## src/rtl/apb_uart_arbiter_if.sv

```systemverilog
// APB bus bundle between the arbiter (master) and the UART register file (slave).
//   psel, penable, pwrite : APB control, driven by the master
//   paddr                 : APB address, driven by the master
//   pwdata                : APB write data, driven by the master
//   prdata                : APB read data, driven by the slave
//   pready                : transfer-complete strobe, driven by the slave
interface apb_uart_arbiter_if #(
    parameter int BITWIDTH = 8,
    parameter int ADDRW    = 2
);
    logic                psel;
    logic                penable;
    logic                pwrite;
    logic [ADDRW-1:0]    paddr;
    logic [BITWIDTH-1:0] pwdata;
    logic [BITWIDTH-1:0] prdata;
    logic                pready;

    modport master (
        output psel, penable, pwrite, paddr, pwdata,
        input  prdata, pready
    );

    modport slave (
        input  psel, penable, pwrite, paddr, pwdata,
        output prdata, pready
    );
endinterface

```

## src/rtl/apb_uart_arbiter.sv

```systemverilog
// Two-port round-robin APB master arbiter in front of the UART register file.
// Each requester posts one read or write via req/done; the winner's command
// is captured at grant and run as a SETUP + ACCESS APB transfer, ending on
// pready or after TIMEOUT ACCESS cycles (err=1).
//   pclk, presetn          : clock, synchronous active-low reset
//   req*, we*, addr*, wdata*: requester commands (port 0 host, port 1 DMA)
//   done0, done1           : one-cycle completion pulse to the winner
//   rdata                  : data of the last completed read
//   err                    : timeout flag, valid with done*
//   busy                   : transfer in progress
//   apb                    : APB master bus
module apb_uart_arbiter #(
    parameter int BITWIDTH = 8,
    parameter int ADDRW    = 2,
    parameter int TIMEOUT  = 16
) (
    input  logic                pclk,
    input  logic                presetn,
    input  logic                req0,
    input  logic                req1,
    input  logic                we0,
    input  logic                we1,
    input  logic [ADDRW-1:0]    addr0,
    input  logic [ADDRW-1:0]    addr1,
    input  logic [BITWIDTH-1:0] wdata0,
    input  logic [BITWIDTH-1:0] wdata1,
    output logic                done0,
    output logic                done1,
    output logic [BITWIDTH-1:0] rdata,
    output logic                err,
    output logic                busy,
    apb_uart_arbiter_if.master  apb
);

    localparam int CNTW = $clog2(TIMEOUT + 1);
    localparam logic [CNTW-1:0] CNT_LAST = CNTW'(TIMEOUT - 1);

    typedef enum logic [1:0] {
        ST_IDLE   = 2'd0,
        ST_SETUP  = 2'd1,
        ST_ACCESS = 2'd2
    } state_t;

    state_t              state_r, state_s;
    logic [CNTW-1:0]     cnt_r, cnt_s;
    logic                last_r, last_s;
    logic                pwrite_r, pwrite_s;
    logic [ADDRW-1:0]    paddr_r, paddr_s;
    logic [BITWIDTH-1:0] pwdata_r, pwdata_s;
    logic [BITWIDTH-1:0] rdata_r, rdata_s;
    logic                done0_r, done0_s;
    logic                done1_r, done1_s;
    logic                err_r, err_s;
    logic                psel_r, penable_r, busy_r;
    logic                elig0_s, elig1_s, grant_s;

    // Next-state, command capture and completion decode.
    always_comb begin
        state_s  = state_r;
        cnt_s    = cnt_r;
        last_s   = last_r;
        pwrite_s = pwrite_r;
        paddr_s  = paddr_r;
        pwdata_s = pwdata_r;
        rdata_s  = rdata_r;
        done0_s  = 1'b0;
        done1_s  = 1'b0;
        err_s    = 1'b0;

        // A port whose done is high right now is finishing, not asking again.
        elig0_s = req0 & ~done0_r;
        elig1_s = req1 & ~done1_r;
        if (elig0_s && elig1_s) begin
            grant_s = ~last_r;
        end else if (elig1_s) begin
            grant_s = 1'b1;
        end else begin
            grant_s = 1'b0;
        end

        case (state_r)
            ST_IDLE: begin
                if (elig0_s || elig1_s) begin
                    state_s  = ST_SETUP;
                    last_s   = grant_s;
                    pwrite_s = grant_s ? we1    : we0;
                    paddr_s  = grant_s ? addr1  : addr0;
                    pwdata_s = grant_s ? wdata1 : wdata0;
                end else begin
                    state_s = ST_IDLE;
                end
            end
            ST_SETUP: begin
                state_s = ST_ACCESS;
                cnt_s   = '0;
            end
            ST_ACCESS: begin
                // last_r names the current winner from grant onwards.
                if (apb.pready) begin
                    state_s = ST_IDLE;
                    done0_s = ~last_r;
                    done1_s = last_r;
                    if (!pwrite_r) begin
                        rdata_s = apb.prdata;
                    end else begin
                        rdata_s = rdata_r;
                    end
                end else if (cnt_r == CNT_LAST) begin
                    state_s = ST_IDLE;
                    done0_s = ~last_r;
                    done1_s = last_r;
                    err_s   = 1'b1;
                end else begin
                    cnt_s = cnt_r + 1'b1;
                end
            end
            default: begin
                state_s = ST_IDLE;
            end
        endcase
    end

    // State and registered outputs; bus control is registered from next state.
    always_ff @(posedge pclk) begin
        if (!presetn) begin
            state_r   <= ST_IDLE;
            cnt_r     <= '0;
            last_r    <= 1'b1;
            pwrite_r  <= 1'b0;
            paddr_r   <= '0;
            pwdata_r  <= '0;
            rdata_r   <= '0;
            done0_r   <= 1'b0;
            done1_r   <= 1'b0;
            err_r     <= 1'b0;
            psel_r    <= 1'b0;
            penable_r <= 1'b0;
            busy_r    <= 1'b0;
        end else begin
            state_r   <= state_s;
            cnt_r     <= cnt_s;
            last_r    <= last_s;
            pwrite_r  <= pwrite_s;
            paddr_r   <= paddr_s;
            pwdata_r  <= pwdata_s;
            rdata_r   <= rdata_s;
            done0_r   <= done0_s;
            done1_r   <= done1_s;
            err_r     <= err_s;
            psel_r    <= (state_s != ST_IDLE);
            penable_r <= (state_s == ST_ACCESS);
            busy_r    <= (state_s != ST_IDLE);
        end
    end

    assign apb.psel    = psel_r;
    assign apb.penable = penable_r;
    assign apb.pwrite  = pwrite_r;
    assign apb.paddr   = paddr_r;
    assign apb.pwdata  = pwdata_r;
    assign done0       = done0_r;
    assign done1       = done1_r;
    assign err         = err_r;
    assign rdata       = rdata_r;
    assign busy        = busy_r;

endmodule

```

## src/flat_wrapper.sv

```systemverilog
// flat-port wrapper written by rule: the top's interface ports become plain ports
module apb_uart_arbiter_flat 
#(
    parameter int BITWIDTH = 8,
    parameter int ADDRW    = 2,
    parameter int TIMEOUT  = 16
)
  (pclk, presetn, req0, req1, we0, we1, addr0, addr1, wdata0, wdata1, done0, done1, rdata, err, busy, apb_psel, apb_penable, apb_pwrite, apb_paddr, apb_pwdata, apb_prdata, apb_pready);
  apb_uart_arbiter_if #(.BITWIDTH(BITWIDTH), .ADDRW(ADDRW)) apb_i ();
  input  logic pclk;
  input  logic presetn;
  input  logic req0;
  input  logic req1;
  input  logic we0;
  input  logic we1;
  input  logic [ADDRW-1:0] addr0;
  input  logic [ADDRW-1:0] addr1;
  input  logic [BITWIDTH-1:0] wdata0;
  input  logic [BITWIDTH-1:0] wdata1;
  output logic done0;
  output logic done1;
  output logic [BITWIDTH-1:0] rdata;
  output logic err;
  output logic busy;
  output wire logic [$bits(apb_i.psel)-1:0] apb_psel;
  output wire logic [$bits(apb_i.penable)-1:0] apb_penable;
  output wire logic [$bits(apb_i.pwrite)-1:0] apb_pwrite;
  output wire logic [$bits(apb_i.paddr)-1:0] apb_paddr;
  output wire logic [$bits(apb_i.pwdata)-1:0] apb_pwdata;
  input wire logic [$bits(apb_i.prdata)-1:0] apb_prdata;
  input wire logic [$bits(apb_i.pready)-1:0] apb_pready;
  assign apb_psel = apb_i.psel;
  assign apb_penable = apb_i.penable;
  assign apb_pwrite = apb_i.pwrite;
  assign apb_paddr = apb_i.paddr;
  assign apb_pwdata = apb_i.pwdata;
  assign apb_i.prdata = apb_prdata;
  assign apb_i.pready = apb_pready;
  apb_uart_arbiter #(.BITWIDTH(BITWIDTH), .ADDRW(ADDRW), .TIMEOUT(TIMEOUT)) u_core (.pclk(pclk), .presetn(presetn), .req0(req0), .req1(req1), .we0(we0), .we1(we1), .addr0(addr0), .addr1(addr1), .wdata0(wdata0), .wdata1(wdata1), .done0(done0), .done1(done1), .rdata(rdata), .err(err), .busy(busy), .apb(apb_i));
endmodule
```

## config.mk

```make
export PLATFORM = sky130hd
export DESIGN_NAME = apb_uart_arbiter_flat
export DESIGN_NICKNAME = d
export VERILOG_FILES = /design/src/rtl/apb_uart_arbiter_if.sv /design/src/rtl/apb_uart_arbiter.sv /design/src/flat_wrapper.sv
export SDC_FILE = /design/constraint.sdc
export NUM_CORES = 1
export LEC_CHECK = 0
export BUFFER_PORTS_ARGS = -buffer_cell sky130_fd_sc_hd__buf_2
export CAP_MARGIN = 5
export CORE_MARGIN = 3
export CORE_UTILIZATION = 35
export DETAILED_ROUTE_END_ITERATION = 16
export GPL_TIMING_DRIVEN = 1
export PLACE_DENSITY = 0.65
export SYNTH_ARGS = -nofsm -noshare
export SYNTH_HDL_FRONTEND = slang
export SYNTH_SLANG_ARGS = --single-unit
```

## constraint.sdc

```tcl
create_clock -name pclk -period 1.95 [get_ports pclk]
set_clock_uncertainty 0.1 [all_clocks]
set_input_delay 0.0975 -clock pclk [delete_from_list [all_inputs] [get_ports pclk]]
set_output_delay 0.0975 -clock pclk [all_outputs]
set_load 0.02 [all_outputs]
```

; ---- After elaboration in Yosys (flattened, before gate mapping)
; Cells that the tools add are included.
[word_totals]
reg_bits = 32
output_inout_bits = 25
elab_cells = 54
[op_classes]
bitwise = 8
add_sub_neg = 1
eq_ne = 6
reduce_logical = 10
n_mux = 17
[op_table]
columns = cell, count
row1 = 2-to-1 mux 5 bit, 2
row2 = case mux 5 bit (2 select lines), 1
row3 = 2-to-1 mux 1 bit, 9
row4 = 2-to-1 mux 8 bit, 1
row5 = 2-to-1 mux 2 bit, 3
row6 = NOT 1 bit, 6
row7 = case mux 2 bit (3 select lines), 1
row8 = AND reduction 3 bit, 2
row9 = adder 5 x 1 -> 5 bit (second input constant), 1
row10 = == test 5 x 4 -> 1 bit (second input constant), 1
row11 = == test 2 bit (second input constant), 2
row12 = inequality test 2 bit (second input constant), 2
row13 = AND reduction 2 bit, 2
row14 = nonzero test 2 bit, 2
row15 = OR reduction 3 bit, 1
row16 = AND 1 bit, 2
row17 = == test 2 x 1 -> 1 bit (second input constant), 1
row18 = logical NOT 2 bit, 1
row19 = logical AND 1 bit, 1
row20 = logical OR 1 bit, 1

; ---- Depth between registers and ports, before layout
; Gate-level depths: netlist of run 1.
[depth]
depth_word = 6
mapped_depth = 7

; ---- Least setup slack after synthesis of run 1
; Ideal clock, no wire load.
[synth_path]
path_kind = register to register
from = register u_core.cnt_r[0]
to = register u_core.cnt_r[0]
setup_time_ps = 115
period_less_slack_ps = 1977
setup_slack_ps = -27
stages_incl_launch_ff = 7
t_required_ps = 1735
t_arrival_ps = 1763
path_buffers = 0
cell_sequence = dfxtp_1 > ha_1 > and3_1 > ha_1 > or4b_4 > and3_1 > o21a_1
[synth_via]
elab_chain_len = 4
[synth_rtl]
columns = element, line
row1 = start: declaration, apb_uart_arbiter.sv:45  ; logic [CNTW-1:0] cnt_r, cnt_s;
row2 = start signal: assignment, apb_uart_arbiter.sv:141  ; cnt_r <= cnt_s;
row3 = adder 5 x 1 -> 5 bit, apb_uart_arbiter.sv:114  ; cnt_s = cnt_r + 1'b1;
row4 = 2-to-1 mux 5 bit, apb_uart_arbiter.sv:108  ; end else if (cnt_r == CNT_LAST) begin
row5 = 2-to-1 mux 5 bit, apb_uart_arbiter.sv:99  ; if (apb.pready) begin
row6 = case mux 5 bit (2 select lines), apb_uart_arbiter.sv:81  ; case (state_r)
; Several ways; a longest one is shown, not always the timed one. The select of a mux whose other input is x is not followed.
; A chain may end at the register's enable or synchronous reset.

; ---- Final worst setup path of run 1
[layout_path]
from = register u_core.cnt_r[0]
to = register u_core.cnt_r[4]
; The elaborated chain is that of the path after synthesis.

==> results of run 1 <==
[synth_stat cells]
master    number  area [sq um]
nor3_1         1          5.00
mux2i_1        9          90.1
and3_1         2          12.5
a31oi_1       11          68.8
nand3b_1       2          15.0
and2_1         5          31.3
nand3_1        2          10.0
nor4b_1        1          8.76
nand2_1       28           105
nor3b_1        2          15.0
a21boi_0       1          7.51
nand4_1        1          6.26
inv_1          1          3.75
dfxtp_1       32           641
nor2_1         5          18.8
xor2_1         2          17.5
buf_4          1          7.51
o21a_1         3          22.5
or4b_4         1          13.8
o21ai_0       12          60.1
and4bb_2       1          12.5
clkbuf_1       5          18.8
or2b_1         1          7.51
ha_1           2          25.0
nor2b_1       10          62.6
buf_2          3          15.0
[placed cells by master (no fill, tap or decap), types with 2 or more instances in the layout]
master / count
nand3b_1: 2
xor2_1: 2
dfxtp_2: 4
o21a_1: 2
dlygate4sd3_1: 31
ha_4: 2
and2_1: 4
nor2b_1: 9
nand2_1: 28
clkbuf_8: 6
nor3b_1: 2
a31oi_1: 11
o21ai_0: 11
dfxtp_1: 28
and3_4: 2
buf_4: 5
nor2_1: 5
mux2i_1: 9
buf_2: 59
[timing repair]
action                     4_1_cts  5_1_grt
hold endpoints to repair        20        0
resized for setup                5       15
gates cloned                     0        1
pin swaps                        3        6
buffers inserted                 1        1
setup endpoints to repair        2       13
hold buffers                    31        0
[power by group through the flow]
stage | combinational (uW) | sequential, uW | clock [uW]
2_1_floorplan | 121 | 784 | 0
3_3_place_gp | 264 | 738 | 0
3_5_place_dp | 264 | 738 | 0
4_1_cts | 331 | 725 | 542
5_1_grt | 399 | 734 | 579
6_report | 369 | 730 | 529
[sequential cells by signal, indices dropped and copies added (netlist names)]
signal              count
u_core.done0            1
u_core.rdata            8
u_core.apb.pwrite       1
u_core.cnt_r            5
u_core.apb.penable      1
u_core.last_r           1
u_core.apb.pwdata       8
u_core.state_r          2
u_core.apb.paddr        2
u_core.busy             1
u_core.done1            1
u_core.err              1
[stage by stage]
step,setup TNS [ns],hold WS [ns]
after floorplan,0,0.0736
after global placement,-0.00482,0.239
after detailed placement,-0.0451,0.240
after CTS,0,0.0925
after global routing,-0.0161,0.105
final,0,0.0917
[layout make-up]
cell class                 count  share of cell area, %
timing repair buffer          98                   32.0
multi-input combinational    102                   31.1
sequential                    32                   29.7
clock buffer                   7                   3.98
tap                           46                   2.65
clock inverter                 1                  0.346
inverter                       1                  0.173
[how the worst min path moves through the flow]
| stage | from | endpoint | slack, ns | cells after the start |
|---|---|---|---|---|
| final | presetn | u_core.last_r | 0.09 | 2 |
| after detailed placement | apb_pready | u_core.err | 0.24 | 2 |
| after CTS | presetn | u_core.last_r | 0.09 | 2 |
| after global placement | apb_pready | u_core.err | 0.24 | 2 |
| after floorplan | apb_pready | u_core.err | 0.07 | 1 |
| after global routing | presetn | u_core.last_r | 0.11 | 2 |
[metal layers]
layer,track usage (%),up-vias
met2,28.6,53
met3,7.25,12
met5,0,-
li1,-,686
met1,18.3,615
met4,5.57,0
[kinds of logic after synthesis]
logic type,count (synthesis),synth area share [%]
AND/OR/NAND/NOR,62,24.9
flip-flops,32,49.2
AO/OA/AOI/OAI,27,12.2
buffers and inverters,10,3.46
multiplexers,9,6.92
XOR/XNOR,2,1.35
adder cells (fa/ha/maj),2,1.92
==> impl_metrics.ini, run 1 <==
[placement]
dp_hpwl_microns = 2060
post-place-ws_ns = -0.0393
routabilityCongestion = 0.719
place_area_sq_um = 1650
dp.cells = 245
portBuffers = 59

[setup_path]
required_ns = 2.02
cpLargestDelayFamily = simple AND/OR/NAND/NOR gates
cp-start-kind = flop
cp_slowest_cell = or4b_4
crit_end = u_core.cnt_r[4]
slowest_delay_ns = 0.53
ff2ff_path_depth = 7
r2r-end = u_core.cnt_r[4]
path_cells = ha_4, and3_4, ha_4, or4b_4, nand3_2, o21ai_0, and2_1
path_common_cell = ha_4
rrSetupSlack_ns = 0.04
reg2reg_from = u_core.cnt_r[0]
timing.critical_path.from = u_core.cnt_r[0]
cp.arrival_ns = 1.98
critical_path.endpoint_type = flop
crit_buf_inv = 0
worstSetupPathType = reg2reg
cp.depth = 7
worst-path-max-fanout = 6

[final_layout]
fin_area_sq_um = 2170
antenna_cells = 0
fillers = 319
fin_util_pct = 62.6
final-seq-area_sq_um = 646
multi_input_area_sq_um = 676
fin_nets = 277
syn2layout_area_growth_pct = 66.8
instances_no_fill = 287
layout-drive-gt1-share_pct = 36.9

[detailed_routing]
dr.pass1.iters = 5
vias_per_cell = 4.76
drc = 0
drt_wl_total_microns = 3830
num_vias = 1366
dr.max_layer_used = met4
drtIter0Drc = 46
ant_nets = 0
avgRoutedWirePerCell_microns = 13.3
met1Wirelength_microns = 1530
wl_met2_microns = 1950
met3WireLength_microns = 268

[floorplan]
rows = 21
initial_core_util_pct = 37.5
die-area_sq_um = 4490
io_pins = 60
die_h_microns = 67.0
die_x_microns = 67.0
coreArea_sq_um = 3470

[sta]
drv_slew = 0
relSlewSlack_pct = 73.1
setup_slack_ns = 0.0410
min_period_over_period_pct = 97.9
setup-violations-final = 0
period_minus_slack_ns = 1.91
worst_pin_slew_ns = 0.403
finalHoldViolCount = 0
clock.fmax_ghz = 0.524

[worst_hold_path]
hp-class = in2reg

[flow_run]
max-cap-violations = 0

[logic_synthesis]
syn_inst = 144
ys_seq_area_share_pct = 49.2
synthesis.nets = 181
ys_ff_latch = 32
ys_warn_count = 0
synth.distinct_cells = 26
synth_area_sq_um = 1300
synth_area_per_cell_sq_um = 9.04

[power_and_ir_drop]
power_frac_comb_pct = 22.7
p_int_uw = 1170
power_leakage_uw = 0.000977
p_sw_uw = 453
power_density_nw_per_um2 = 750
report.power.total_uw = 1630
seqPwrFrac_pct = 44.8
ir_worst_vdd_mv = 0.403
switching_share_pct = 27.8
clkPwrFrac_pct = 32.5

[global_routing]
first_global_vias = 1326
track_usage_pct = 16.7
grt_start_max_net_pins = 30
grt_antenna_before_repair = 0
globalRouteOverflowTotal = 0
grt_pass1_wl_microns = 5640

[clocking]
cts_tree = built
cts_made_buffers = 5
clkTransAtPathRegs_ns = 0.07
clockRootBuffer = clkbuf_8
insertion_delay_ns = 0.28
clockBufferDepth = 2
cts_sinks = 32
cts.htree.levels = 2

[run_status]
status = finished, final reports clean
No activity file was read; power rests on OpenSTA's default activity.
==> run 2: changes to the inputs <==
- clock period: 1.95 -> 1.75 ns (I/O delays scaled with it)
==> run 2 against run 1 <==
The run now ends with setup timing left. Clock power increased by 9.6%. Largest power group unchanged. Combinational power fell by 4%. Count of clock-buffer cells in the layout is the same.
==> impl_metrics.ini, run 2 (synthesis gave the netlist of run 1 again) <==
[power_and_ir_drop]
power_leakage_uw = 0.000938
ir_worst_vdd_mv = 0.577
report.power.total_uw = 1740
power_density_nw_per_um2 = 830

[setup_path]
critical_path.endpoint_type = flop
cp.arrival_ns = 1.94
required_ns = 1.82
worst-path-max-fanout = 6
worstSetupPathType = reg2reg
cp-start-kind = flop

[final_layout]
final_common_cell = buf_2
multi_input_area_sq_um = 651
layout-drive-gt1-share_pct = 33.5
final-seq-area_sq_um = 643
antenna_cells = 0
fin_nets = 275
fin_area_sq_um = 2100
final_cell_mix = 59 x buf_2, 31 x dlygate4sd3_1, 30 x dfxtp_1, 28 x nand2_1, 12 x o21ai_0
syn2layout_area_growth_pct = 61.3
fillers = 309

[global_routing]
busiest_layer = met2
globalRouteOverflowTotal = 0
grt_start_max_net_pins = 30
met2_usage_pct = 29.2
first_global_vias = 1313
use_met1_pct = 19.3
grt_pass1_wl_microns = 5900
track_usage_pct = 17.4
grt_antenna_before_repair = 0
use_met3_pct = 7.76

[detailed_routing]
ant_nets = 0
drc = 0
drtIter0Drc = 24
avgRoutedWirePerCell_microns = 12.1
vias_per_cell = 4.56
drt_wl_total_microns = 3460
dr.pass1.iters = 4
num_vias = 1300

[sta]
setup-violations-final = 3
period_minus_slack_ns = 1.86
worst_pin_slew_ns = 0.437
finalHoldViolCount = 0
relSlewSlack_pct = 70.9
clock.fmax_ghz = 0.536
setup_slack_ns = -0.114
holdWs_ns = 0.0730
min_period_over_period_pct = 107
rsz0062_at_grt = yes
tns_ns = -0.247
drv_slew = 0

[clocking]
cts_sinks = 32
insertion_delay_ns = 0.28
clockBufferDepth = 2
cts_made_buffers = 5
cts_tree = built
clkTransAtPathRegs_ns = 0.07
clockRootBuffer = clkbuf_8
cts.htree.levels = 2

[floorplan]
initial_core_util_pct = 37.5
rows = 21
die_x_microns = 67.0
die_h_microns = 67.0
die-area_sq_um = 4490
coreArea_sq_um = 3470
io_pins = 60

[placement]
place_area_sq_um = 1680
post-place-ws_ns = -0.124
dp_hpwl_microns = 2130
portBuffers = 59
routabilityCongestion = 0.717

[worst_hold_path]
hp-class = in2reg

[flow_run]
max-cap-violations = 0

[run_status]
violations = setup timing
status = finished, violations left
run 2: area by class of cell:
class	count	area share (%)
multi-input cells	102	31.0
repair buffers	96	31.0
flip-flops and latches	32	30.6
clock buffers	7	4.11
well taps	46	2.74
clock inverters	1	0.358
inverters	1	0.179
run 2: per-layer routing:
layer | vias up | share of wire, %
met5 | - | 0
met4 | 0 | 1.6
met3 | 5 | 8.3
met2 | 46 | 48
met1 | 570 | 42
li1 | 679 | -
run 2: critical path: stages, from the launching register on:
cell and delay (ns):
dfxtp_2 0.33, ha_4 0.15, and3_4 0.18, ha_4 0.16
or4b_4 0.51, and3_4 0.17, o21a_1 0.16
run 2: path summary, 6_finish.rpt:
check | slack [ns] | cells after the start | end | startpoint
setup / recovery | -0.11 | 6 | u_core.cnt_r[0] | u_core.cnt_r[1]
hold / removal | 0.07 | 2 | u_core.last_r | presetn
setup reg to reg | -0.11 | 6 | u_core.cnt_r[0] | u_core.cnt_r[1]
hold reg to reg | 0.39 | 1 | u_core.done0 | u_core.last_r
run 2: what timing repair did:
action | CTS | global route
endpoints found under the setup margin | 4 | 8
hold buffers | 31 | 0
buffers inserted | 0 | 1
hold endpoints to repair | 20 | 0
gates resized for setup | 0 | 1
run 2: report_power, final:
part           total (uW)  internal (uW)  switching [uW]
Sequential            808            780            28.1
Clock                 580            319             261
Combinational         354            166             188
run 2: per-stage QoR:
step / util (%) / std cells
final: 60.5 / 285
after global routing: 60.5 / 285
after CTS: 60.0 / 284
after detailed placement: 48.4 / 245
after global placement: 48.4 / 245
after floorplan: - / 144
==> run 3: changes to the inputs <==
- CORE_UTILIZATION: 35 -> 41
- CTS_CLUSTER_DIAMETER: unset -> 120
- PLACE_DENSITY: 0.65 -> 0.74
==> run 3 against run 2 <==
The flow still finishes with violations (setup timing). Sequential share of layout area shrank 0.40 points. Critical path type unchanged. Non-clock buffer count grew 3. Critical path depth is the same. Combinational power grew 2%. Maximum frequency shrank 2.0%. Final cell count shrank 0.35%. Largest power group unchanged. Register-to-register slack lost 0.04 ns.
==> impl_metrics.ini, run 3 (synthesis gave the netlist of run 1 again) <==
[sta]
rsz0062_at_grt = yes
drv_slew = 0
worst_pin_slew_ns = 0.452
period_minus_slack_ns = 1.90
setup_slack_ns = -0.153
finalHoldViolCount = 0
min_period_over_period_pct = 109
clock.fmax_ghz = 0.526
holdWs_ns = 0.0159
relSlewSlack_pct = 69.8
tns_ns = -0.451
setup-violations-final = 4

[worst_hold_path]
hold_depth = 2
hp-class = in2reg
min_from = presetn
min_to = u_core.last_r

[final_layout]
syn2layout_area_growth_pct = 63.5
fin_nets = 278
antenna_cells = 0
fin_util_pct = 73.9
final_common_cell = buf_2
final_cell_mix = 59 x buf_2, 31 x dlygate4sd3_1, 30 x dfxtp_1, 27 x nand2_1
layout-drive-gt1-share_pct = 36.0

[power_and_ir_drop]
p_sw_uw = 483
report.power.total_uw = 1730
power_frac_comb_pct = 20.8
seqPwrFrac_pct = 46.8
power_leakage_uw = 0.000952
power_density_nw_per_um2 = 814
switching_share_pct = 27.9
p_int_uw = 1250
clkPwrFrac_pct = 32.4
ir_worst_vdd_mv = 0.564

[detailed_routing]
num_vias = 1387
avgRoutedWirePerCell_microns = 13.3
drtIter0Drc = 50
drc = 0
ant_nets = 0
vias_per_cell = 4.88
drt_wl_total_microns = 3770
dr.pass1.iters = 4

[global_routing]
grt_pass1_wl_microns = 6090
globalRouteOverflowTotal = 0
track_usage_pct = 19.6
grt_antenna_before_repair = 0
grt_start_max_net_pins = 30
first_global_vias = 1359

[clocking]
clockRootBuffer = clkbuf_4
clockBufferDepth = 2
cts_sinks = 32
insertion_delay_ns = 0.34
clkTransAtPathRegs_ns = 0.10
cts_made_buffers = 5
cts.htree.levels = 2
cts_tree = built

[setup_path]
critical_path.endpoint_type = flop
path_cells = ha_4, and3_4, ha_4, or4b_4, and3_4, o21a_1
cp-start-kind = flop
cp.arrival_ns = 2.04
required_ns = 1.89
reg2reg_from = u_core.cnt_r[1]
rrSetupSlack_ns = -0.15
ff2ff_path_depth = 6
r2r-end = u_core.cnt_r[0]
worstSetupPathType = reg2reg
worst-path-max-fanout = 6
cpLargestDelayFamily = simple AND/OR/NAND/NOR gates
cp_slowest_cell = or4b_4
crit_buf_inv = 0
slowest_delay_ns = 0.52

[floorplan]
die-area_sq_um = 3890
die_h_microns = 62.3
die_x_microns = 62.3
io_pins = 60
coreArea_sq_um = 2880
rows = 19
initial_core_util_pct = 45.2

[run_status]
violations = setup timing
status = finished, violations left

[placement]
portBuffers = 59
dp_hpwl_microns = 2100
routabilityCongestion = 0.727

[flow_run]
max-cap-violations = 0
-- run 3: cell types whose count changed in the layout (fill, tap and decap cells not counted), moves of 2 or more --
cell,change
clkbuf_8,-6
clkbuf_4,+5
buf_4,+3
nand3_1,-2
nand3_2,+2
-- run 3: power groups by stage --
stage | clock (uW) | combinational, uW | sequential [uW]
after detailed placement | 0 | 293 | 824
after floorplan | 0 | 136 | 874
after global routing | 599 | 391 | 818
final | 560 | 360 | 811
after global placement | 0 | 288 | 822
after CTS | 572 | 346 | 808
-- run 3: routing by layer --
metal	vias to the layer above	global-route usage [%]	share of wire (%)
li1	683	-	-
met3	12	7.39	8.0
met4	0	8.26	2.4
met5	-	0	0
met2	63	32.3	47
met1	629	22.9	42
-- run 3: timing repair --
action | 4_1_cts | 5_1_grt
setup buffers | 0 | 4
pin swaps | 1 | 5
endpoints found under the hold margin | 21 | 0
hold buffers | 31 | 0
endpoints found under the setup margin | 6 | 8
cloned | 0 | 0
gates resized for setup | 2 | 5
-- run 3: worst max-delay path by stage --
stage	cells after the start	to	start	slack, ns
6_report	6	u_core.cnt_r[0]	u_core.cnt_r[1]	-0.15
5_1_grt	9	u_core.cnt_r[3]	u_core.cnt_r[1]	-0.20
4_1_cts	6	u_core.cnt_r[0]	u_core.cnt_r[1]	-0.15
3_5_place_dp	6	u_core.cnt_r[0]	u_core.cnt_r[1]	-0.14
3_3_place_gp	6	u_core.cnt_r[0]	u_core.cnt_r[1]	-0.1
2_1_floorplan	6	u_core.cnt_r[0]	u_core.cnt_r[1]	-0.09
-- run 3: area by class of cell --
| class | instances | area, sq um |
|---|---|---|
| flip-flops and latches | 32 | 643 |
| multi-input cells | 102 | 678 |
| fillers | 208 | 749 |
| well taps | 42 | 52.6 |
| repair buffers | 99 | 673 |
| clock inverters | 2 | 35.0 |
| clock buffers | 6 | 41.3 |
| inverters | 1 | 3.75 |
-- run 3: worst reg2reg max path, stage by stage (launching register included) --
cell	delay (ns)
dfxtp_2	0.35
ha_4	0.16
and3_4	0.18
ha_4	0.16
or4b_4	0.52
and3_4	0.18
o21a_1	0.17
-- run 3: stage by stage --
stage,instance area [sq um],setup slack [ns],instances
2_1_floorplan,1330,-0.0924,144
3_3_place_gp,1670,-0.0997,241
3_5_place_dp,1670,-0.140,241
4_1_cts,2070,-0.151,280
5_1_grt,2130,-0.200,284
6_report,2130,-0.153,284
